===== src/rtl/load_store_unit.sv =====
// Load/store engine: decoded memory command -> word-addressed, byte-enabled req/ack bus.
// Latency: bus access done 2+ cycles after start (ack in cycle k -> done in k+1); NONE/misaligned done in cycle 1.
// Backpressure: start is ignored unless IDLE; bus_req is held until bus_ack or TIMEOUT_CYCLES expire.
//
// Ports: clk/rst (async active-high); start, mem_op, mem_read_type, mem_write_mask, addr, wdata
// command inputs; busy/done/rdata/misaligned/timeout status; bus_req/bus_we/bus_addr/bus_be/
// bus_wdata request side (all registered), bus_ack/bus_rdata response side.
module load_store_unit #(
   parameter int unsigned TIMEOUT_CYCLES = 255
) (
   input  logic        clk,
   input  logic        rst,
   input  logic        start,
   input  logic [1:0]  mem_op,
   input  logic [2:0]  mem_read_type,
   input  logic [3:0]  mem_write_mask,
   input  logic [31:0] addr,
   input  logic [31:0] wdata,
   output logic        busy,
   output logic        done,
   output logic [31:0] rdata,
   output logic        misaligned,
   output logic        timeout,
   output logic        bus_req,
   output logic        bus_we,
   output logic [31:0] bus_addr,
   output logic [3:0]  bus_be,
   output logic [31:0] bus_wdata,
   input  logic        bus_ack,
   input  logic [31:0] bus_rdata
);

   localparam logic [1:0] MEM_OP_NONE  = 2'd0;
   localparam logic [1:0] MEM_OP_LOAD  = 2'd1;
   localparam logic [1:0] MEM_OP_STORE = 2'd2;

   localparam logic [2:0] MEM_RD_BYTE = 3'd0;
   localparam logic [2:0] MEM_RD_HALF = 3'd1;
   localparam logic [2:0] MEM_RD_WORD = 3'd2;
   localparam logic [2:0] MEM_RD_B_U  = 3'd4;
   localparam logic [2:0] MEM_RD_H_U  = 3'd5;
   localparam logic [2:0] MEM_RD_NONE = 3'd7;

   localparam logic [15:0] CNT_LAST = 16'(TIMEOUT_CYCLES - 1);

   typedef enum logic [1:0] {S_IDLE, S_BUS, S_DONE} state_t;

   state_t      state_q, state_d;
   logic [2:0]  rt_q;
   logic [1:0]  off_q;
   logic        is_load_q;
   logic [15:0] cnt_q;

   // ---------------- command decode (combinational on the inputs) ----------------
   logic        is_load, is_store, eff_none, mis;
   logic [3:0]  rd_mask, acc_be, be_shift;
   logic [31:0] lane_wdata;

   always_comb begin
      is_load  = (mem_op == MEM_OP_LOAD);
      is_store = (mem_op == MEM_OP_STORE);

      rd_mask = 4'b0000;
      case (mem_read_type)
         MEM_RD_BYTE, MEM_RD_B_U: rd_mask = 4'b0001;
         MEM_RD_HALF, MEM_RD_H_U: rd_mask = 4'b0011;
         MEM_RD_WORD:             rd_mask = 4'b1111;
         default:                 rd_mask = 4'b0000;
      endcase

      // Loads size from the read type, stores from the write mask; an empty
      // size (read type NONE / mask 0000 / unknown encoding) behaves as NONE.
      acc_be   = is_load ? rd_mask : (is_store ? mem_write_mask : 4'b0000);
      eff_none = (acc_be == 4'b0000);

      mis = ((acc_be == 4'b0011) && addr[0]) ||
            ((acc_be == 4'b1111) && (addr[1:0] != 2'b00));

      be_shift = acc_be << addr[1:0];

      if (mem_write_mask == 4'b1111)
         lane_wdata = wdata;
      else if (mem_write_mask == 4'b0011)
         lane_wdata = {2{wdata[15:0]}};
      else
         lane_wdata = {4{wdata[7:0]}};
   end

   // ---------------- load extraction ----------------
   logic [31:0] shifted, ext;

   always_comb begin
      shifted = bus_rdata >> {off_q, 3'b000};
      case (rt_q)
         MEM_RD_BYTE: ext = {{24{shifted[7]}}, shifted[7:0]};
         MEM_RD_B_U:  ext = {24'b0, shifted[7:0]};
         MEM_RD_HALF: ext = {{16{shifted[15]}}, shifted[15:0]};
         MEM_RD_H_U:  ext = {16'b0, shifted[15:0]};
         default:     ext = shifted;
      endcase
   end

   // ---------------- FSM ----------------
   logic accept, go_bus, fin_ack, fin_to;

   always_ff @(posedge clk or posedge rst) begin
      if (rst) state_q <= S_IDLE;
      else     state_q <= state_d;
   end

   always_comb begin
      state_d = state_q;
      accept  = 1'b0;
      go_bus  = 1'b0;
      fin_ack = 1'b0;
      fin_to  = 1'b0;
      case (state_q)
         S_IDLE: begin
            if (start) begin
               accept = 1'b1;
               if (eff_none || mis) begin
                  state_d = S_DONE;
               end else begin
                  go_bus  = 1'b1;
                  state_d = S_BUS;
               end
            end
         end
         S_BUS: begin
            // An ack arriving in the expiry cycle still completes normally.
            if (bus_ack) begin
               fin_ack = 1'b1;
               state_d = S_DONE;
            end else if (cnt_q == CNT_LAST) begin
               fin_to  = 1'b1;
               state_d = S_DONE;
            end
         end
         S_DONE:  state_d = S_IDLE;
         default: state_d = S_IDLE;
      endcase
   end

   // ---------------- registered datapath / outputs ----------------
   always_ff @(posedge clk or posedge rst) begin
      if (rst) begin
         busy       <= 1'b0;
         done       <= 1'b0;
         rdata      <= 32'b0;
         misaligned <= 1'b0;
         timeout    <= 1'b0;
         bus_req    <= 1'b0;
         bus_we     <= 1'b0;
         bus_addr   <= 32'b0;
         bus_be     <= 4'b0;
         bus_wdata  <= 32'b0;
         rt_q       <= MEM_RD_NONE;
         off_q      <= 2'b0;
         is_load_q  <= 1'b0;
         cnt_q      <= 16'b0;
      end else begin
         busy <= (state_d != S_IDLE);
         done <= (state_d == S_DONE);

         if (accept) begin
            rt_q       <= mem_read_type;
            off_q      <= addr[1:0];
            is_load_q  <= is_load;
            misaligned <= mis && !eff_none;
            timeout    <= 1'b0;
            rdata      <= 32'b0;
            cnt_q      <= 16'b0;
            if (go_bus) begin
               bus_req   <= 1'b1;
               bus_we    <= is_store;
               bus_addr  <= {addr[31:2], 2'b00};
               bus_be    <= be_shift;
               bus_wdata <= lane_wdata;
            end
         end

         if (state_q == S_BUS) begin
            if (fin_ack) begin
               bus_req <= 1'b0;
               if (is_load_q) rdata <= ext;
            end else if (fin_to) begin
               bus_req <= 1'b0;
               timeout <= 1'b1;
            end else begin
               cnt_q <= cnt_q + 16'd1;
            end
         end
      end
   end

endmodule


===== config.mk =====
export PLATFORM = sky130hd
export DESIGN_NAME = load_store_unit
export DESIGN_NICKNAME = d
export VERILOG_FILES = /design/src/rtl/load_store_unit.sv
export SDC_FILE = /design/constraint.sdc
export NUM_CORES = 1
export LEC_CHECK = 0
export BUFFER_PORTS_ARGS = -buffer_cell sky130_fd_sc_hd__buf_2
export CORE_MARGIN = 2
export CORE_UTILIZATION = 30
export CTS_BUF_LIST = sky130_fd_sc_hd__clkbuf_4
export DETAILED_ROUTE_END_ITERATION = 12
export PLACE_DENSITY = 0.61
export SLEW_MARGIN = 5
export SYNTH_ARGS = -nofsm -noshare
export SYNTH_HDL_FRONTEND = slang
export SYNTH_SLANG_ARGS = --single-unit

===== constraint.sdc =====
create_clock -name clk -period 10.5 [get_ports clk]
set_input_delay 1.05 -clock clk [delete_from_list [all_inputs] [get_ports clk]]
set_output_delay 1.05 -clock clk [all_outputs]
set_load 0.02 [all_outputs]

==> impl_results.md, run 1 <==
* Die span in x at 148 microns
* Min-delay worst type: flop to flop
* Mux cell area share after synthesis at 20.2%
* Worst-Skew Late Latency at 0.55 ns
* Reg2reg end: rdata[8]
* DIE AREA at 21,900 sq um
* PostCTS Resize Cnt at 0
* Routed Antenna Nets at 0
* Setup repair bufs after CTS at 0
* Hold path endpoint: rt_q[2]
* Async set or reset register ratio after synthesis at 100%
* Leakage power at 3.69 nW
* Final Hold Viols at 0
* Post-Synth Adder-Cell Area at 0.403%
* RSZ-0062 raised after global routing: no
* Post-route setup TNS at 0 ns
* CP max stage cell: buf_4
* XOR/XNOR share of the synthesized area at 0.705%
* Synthesized flop and latch total at 128
* Layout cells sized above 1 at 45.3%
* Register Area at 3210 sq um
* Placed cells at 1,008
* CP Cell Sequence: buf_2 -> nand2b_1 -> o21ai_0 -> a311oi_2 -> a211oi_4 -> buf_4 -> mux2_2
* Worst setup slack after layout at 7.61 ns
* Power Density at 238 nW/um^2
* Final period utilization at 27.5%
* First-pass GRT wire length at 27,300 microns
* Main combinational cell family by area after synthesis: multiplexers
* Top-Level Pins at 215
* Sequential area share after synthesis at 51.7%
* Final Skew at 0.0221 ns
* Fin. max-slew vios at 0
* Clk root buf: clkbuf_4
* Commonest non-fill, non-tap cell in the layout: buf_2
* Highest Clock Rate at 0.346 GHz
* VDD IR max at 0.141 mV
* Largest net degree at the start of global routing at 85
* Required time of the critical path at 10.92 ns
* Max-slew headroom at 19.5%
* DR WL/cell at 16.5 microns
* Most frequent cells in the layout: 212 x buf_2, 125 x dfrtp_1, 84 x mux2_2, 52 x a21oi_1, 47 x nand2_1
* Starting Density at 30.6%
* Worst min-delay path startpoint: rt_q[2]
* Hold Crit Depth at 2
* Max-Cap Viols at 0
* Placed wire-length estimate at 12,700 microns
* Critical path launch point type: input pin
* DRC viols at 0
* Final count of negative-setup-slack endpoints at 0
* Synth unique cells at 55
* Via Count at 5,022
* Final Cell Area at 7830 sq um
* Iter 0 DRT Violations at 299
* Drt total wl at 17,200 microns
* CTS tree: done
* DP Worst Slack at 7.05 ns
* Clock period minus worst slack at 2.89 ns
* CP max stage delay at 0.72 ns
* Ys Warns at 0
* Pre-Repair DR Iteration Count at 4
* Post-synthesis compound-gate area fraction at 13.0%
* Cell Count, Final, Fillers Out at 1,043
* Critical path peak fanout at 66
* CTS Buffer Depth at 2
* Reg2Reg Depth at 4
* Nets at 868
* Die H at 148 microns
* R2R setup slack at 7.79 ns
* Status: finished clean
* Via density at 4.81
* Number of global-route vias before repair at 5,151
* Leading register cell type out of synthesis: dfrtp_1
* CP endpoint kind: flop
* Syn Area/Cell at 11.1 sq um
* Worst Setup Path Type: input pin to flop
* Syn Inst Count at 558
* Placer Congestion at 0.848
* # port buffers at 212
* CTS buffer count at 17
* Total gr overflow at 0
* Syn Std Cell Area at 6210 sq um
* Initial antenna violation count at 3
* Area growth from synthesis to layout at 26.1%
* Reg-to-Reg Start: state_q[0]
* Worst-margin pin slew at 1.21 ns
* Worst-path clk slew at 0.12 ns
* Post-synthesis simple-gate area fraction at 10.5%
* Worst hold slack at 0.474 ns
* Multi-input gate area at 2800 sq um
* Num rows at 52
* Hold buffer count at cts at 0
* DP Area at 7480 sq um
* Core area at 20,300 sq um
* GRT Resource Usage Total at 15.9%
* H-tree levels at 4
* Critical Path AT at 3.30 ns
* Fillcell total at 2,098
* EDFF count, synth at 0
* CTS sink cnt at 128
-- flip-flops by register name, indices dropped and copies added (netlist names) --
signal / flops
bus_wdata: 32
done: 1
busy: 1
misaligned: 1
timeout: 1
off_q: 2
rdata: 32
bus_req: 1
is_load_q: 1
state_q: 2
bus_we: 1
bus_be: 4
cnt_q: 16
rt_q: 3
bus_addr: 30
-- synthesized netlist by cell type (all sizes together), types with 2 or more instances --
cell	number	area share, %
a211o	7	0.99
a21oi	52	4.2
a22o	9	1.3
a2bb2oi	2	0.38
a31oi	2	0.20
a32o	8	1.3
and3	2	0.20
buf	18	1.7
clkbuf	20	1.2
dfrtp	125	50
dfstp	3	1.3
ha	2	0.40
inv	9	0.54
mux2	91	17
mux2i	23	3.7
nand2	47	2.8
nand2b	4	0.52
nand3	12	0.97
nand4	2	0.20
nand4b	2	0.28
nor2	35	2.1
nor2b	14	1.5
nor3	8	0.73
nor4b	2	0.28
o211ai	3	0.36
o21a	2	0.24
o21ai	27	2.3
o22ai	2	0.20
o31ai	4	0.48
or2	2	0.20
xor2	4	0.56
-- worst max-delay path, delay by kind of cell --
family / cells / cell delay [ns]
AO/OA/AOI/OAI: 3 / 0.75
buffers and inverters: 2 / 0.84
multiplexers: 1 / 0.41
AND/OR/NAND/NOR: 1 / 0.18
-- kinds of logic after synthesis --
family          Yosys count
flops                   128
fa+ha+maj                 2
compound gates          125
buf+inv                  47
mux                     114
other cells               1
simple gates            136
xor+xnor                  5
-- through the flow --
stage | util, % | total power, mW
2_1_floorplan | - | 1.22
3_3_place_gp | 36.9 | 1.46
3_5_place_dp | 36.9 | 1.48
4_1_cts | 38.5 | 1.88
5_1_grt | 38.6 | 1.98
6_report | 38.6 | 1.86
-- routing by layer --
layer / global-route usage (%) / wire length [microns] / vias up
li1: - / - / 2405
met1: 20.4 / 7410 / 2424
met2: 25.0 / 8150 / 177
met3: 6.42 / 1440 / 16
met4: 4.71 / 251 / 0
met5: 0 / 0 / -
-- area by class of cell --
cell class                 count  share of cell area [%]
inverter                       9                   0.464
multi-input combinational    384                    35.8
timing repair buffer         217                    14.0
clock buffer                  18                    1.73
tap                          270                    4.32
clock inverter                14                    2.59
sequential                   128                    41.0
antenna                        3                  0.0959
-- how the worst max path moves through the flow --
stage | slack [ns] | startpoint | end | cells past startpoint
2_1_floorplan | 6.04 | rst | bus_addr[10] | 1
3_3_place_gp | 7.08 | mem_op[0] | bus_addr[29] | 7
3_5_place_dp | 7.05 | mem_op[0] | bus_addr[30] | 7
4_1_cts | 7.66 | mem_op[0] | bus_addr[31] | 7
5_1_grt | 7.53 | mem_op[0] | bus_addr[4] | 7
6_report | 7.61 | mem_op[0] | bus_addr[31] | 7
-- report_power, final --
| group | internal (mW) | switching, mW | total [mW] | leakage [nW] |
|---|---|---|---|---|
| sequential | 0.649 | 0.113 | 0.761 | 1.62 |
| clock | 0.195 | 0.208 | 0.403 | 0.167 |
| combinational | 0.286 | 0.410 | 0.696 | 1.91 |
Power figures use the tool's default switching activity.
==> inputs of run 2 (changes only) <==
==> constraint.sdc (replaced) <==
create_clock -name clk -period 3 [get_ports clk]
set_input_delay 0.3 -clock clk [delete_from_list [all_inputs] [get_ports clk]]
set_output_delay 0.3 -clock clk [all_outputs]
set_load 0.02 [all_outputs]
==> impl_results.md, run 2 (synthesized netlist as in run 1, its figures left out) <==
* Initial antenna violation count at 1 (-2)
* Die span in x at 148 microns (unchanged)
* Layout cells sized above 1 at 43.1% (-2.2 points)
* Comb pwr share at 40.4% (+3.0 points)
* Num rows at 52 (unchanged)
* Commonest non-fill, non-tap cell in the layout: buf_2
* Routed Antenna Nets at 0 (unchanged)
* Final Cell Area at 8380 sq um (+7.0%)
* Leakage power at 3.92 nW (+6.3%)
* GRT Resource Usage Total at 16.7% (+0.71 points)
* Die H at 148 microns (unchanged)
* Area growth from synthesis to layout at 34.9%
* PostCTS Resize Cnt at 0 (unchanged)
* Max-slew headroom at 61.4% (+42 points)
* Core area at 20,300 sq um (unchanged)
* Highest Clock Rate at 0.457 GHz
* DP Area at 7610 sq um (+1.7%)
* CP endpoint kind: flop
* Largest registers: bus_wdata (32), rdata (32), bus_addr (30)
* Clock period minus worst slack at 2.19 ns
* Critical Path AT at 2.60 ns (-0.70 ns)
* Fin. max-slew vios at 0 (unchanged)
* Worst-path clk slew at 0.12 ns (about the same)
* Final Hold Viols at 0 (unchanged)
* Final Skew at 0.0154 ns (-0.00675 ns)
* Max-Cap Viols at 0 (unchanged)
* Final count of negative-setup-slack endpoints at 0 (unchanged)
* Top-Level Pins at 215 (unchanged)
* Worst-Skew Late Latency at 0.53 ns (-0.02 ns)
* Via Count at 5,217 (+3.9%)
* Via density at 4.75 (-1.3%)
* Worst-margin pin slew at 0.579 ns (-0.628 ns)
* DR WL/cell at 16.3 microns (-1.5%)
* H-tree levels at 4 (unchanged)
* Pre-Repair DR Iteration Count at 5 (+1)
* CP max stage cell: dlygate4sd3_1
* DIE AREA at 21,900 sq um (unchanged)
* CTS Buffer Depth at 2 (unchanged)
* Post-route setup TNS at 0 ns (unchanged)
* Status: finished clean
* CTS sink cnt at 128 (unchanged)
* Starting Density at 30.6% (unchanged)
* Part of the power in the clock network at 19.4% (-2.3 points)
* Reg power frac at 40.3% (-0.6 points)
* DRC viols at 0 (unchanged)
* Largest net degree at the start of global routing at 109 (+28%)
* Nets at 925 (+6.6%)
* Critical path peak fanout at 26 (-61%)
* CTS tree: done
* Setup repair bufs after CTS at 0 (unchanged)
* Switching Share at 39.4% (+0.14 points)
* Required time of the critical path at 3.41 ns (-7.51 ns)
* Number of global-route vias before repair at 5,378 (+4.4%)
* CTS buffer count at 17 (unchanged)
* Power Density at 774 nW/um^2 (+230%)
* Min-delay worst type: input pin to flop
* Net Sw Power at 2.55 mW (+250%)
* Iter 0 DRT Violations at 233 (-22%)
* Most frequent cells in the layout: 212 x buf_2, 125 x dfrtp_1, 84 x mux2_2, 52 x a21oi_1
* CP max stage delay at 0.56 ns (-0.16 ns)
* Final period utilization at 72.9%
* VDD IR max at 0.416 mV (+200%)
* Power Internal at 3.93 mW (+250%)
* # port buffers at 212 (unchanged)
* RSZ-0062 raised after global routing: no
* Critical path launch point type: input pin
* Worst Setup Path Type: input pin to flop
* Fillcell total at 2,030 (-3.2%)
* Hold buffer count at cts at 47 (+47)
* CP Cell Sequence: dlygate4sd3_1 -> buf_2 -> o21a_1 -> a2bb2oi_2 -> a311oi_2 -> a211oi_4 -> buf_12 -> mux2_1
* Placed wire-length estimate at 12,700 microns (about the same)
* Placer Congestion at 0.814 (-4.0%)
* Drt total wl at 17,900 microns (+3.7%)
* Clk root buf: clkbuf_4
* Total gr overflow at 0 (unchanged)
* First-pass GRT wire length at 28,700 microns (+5.1%)
run 2: per-layer routing:
layer / vias to the layer above / part of all wire (%) / track usage (%)
li1: 2516 / - / -
met1: 2492 / 43 / 21.4
met2: 179 / 48 / 26.4
met3: 30 / 6.7 / 5.09
met4: 0 / 2.4 / 6.38
met5: - / 0 / 0
run 2: worst max-delay path, delay by kind of cell:
family | cells | cell delay (ns)
AO/OA/AOI/OAI | 4 | 0.99
multiplexers | 1 | 0.35
buffers and inverters | 3 | 0.95
run 2: final timing paths:
kind	startpoint	to	slack, ns	cells after the start
max in group asynchronous	rst	cnt_q[4]	1.77	4
hold reg to reg	rt_q[2]	rt_q[2]	0.48	2
hold / removal	bus_rdata[27]	rdata[27]	0.06	3
setup / recovery	mem_read_type[1]	bus_addr[4]	0.81	8
setup reg to reg	off_q[0]	rdata[12]	1.00	4
min in group asynchronous	rst	bus_addr[30]	0.32	3
run 2: per-stage QoR:
| step | setup WS, ns | power, mW | utilization (%) | instances | hold slack, ns |
|---|---|---|---|---|---|
| global route | 0.720 | 6.88 | 41.3 | 1098 | 0.00564 |
| global placement | 0.773 | 5.17 | 37.5 | 1018 | 0.356 |
| finish | 0.812 | 6.48 | 41.3 | 1098 | 0.0573 |
| detailed placement | 0.755 | 5.22 | 37.5 | 1018 | 0.369 |
| CTS | 0.826 | 6.55 | 41.2 | 1096 | 0.00138 |
| floorplan | 1.07 | 4.27 | - | 559 | 0.383 |
run 2: cell type report:
type	count	area [sq um]	share of cell area [%]
clock buffer	17	128	1.52
tap	270	338	4.03
timing repair buffer	274	1690	20.2
clock inverter	14	166	1.99
antenna	2	5.00	0.0597
inverter	9	37.5	0.448
multi-input combinational	384	2800	33.4
sequential	128	3210	38.3
run 2: power groups by stage:
| stage | clock, mW | sequential [mW] | combinational [mW] |
|---|---|---|---|
| 4_1_cts | 1.31 | 2.61 | 2.64 |
| 5_1_grt | 1.38 | 2.69 | 2.82 |
| 6_report | 1.25 | 2.61 | 2.62 |
| 3_3_place_gp | 0 | 2.61 | 2.56 |
| 2_1_floorplan | 0 | 3.20 | 1.07 |
| 3_5_place_dp | 0 | 2.63 | 2.59 |
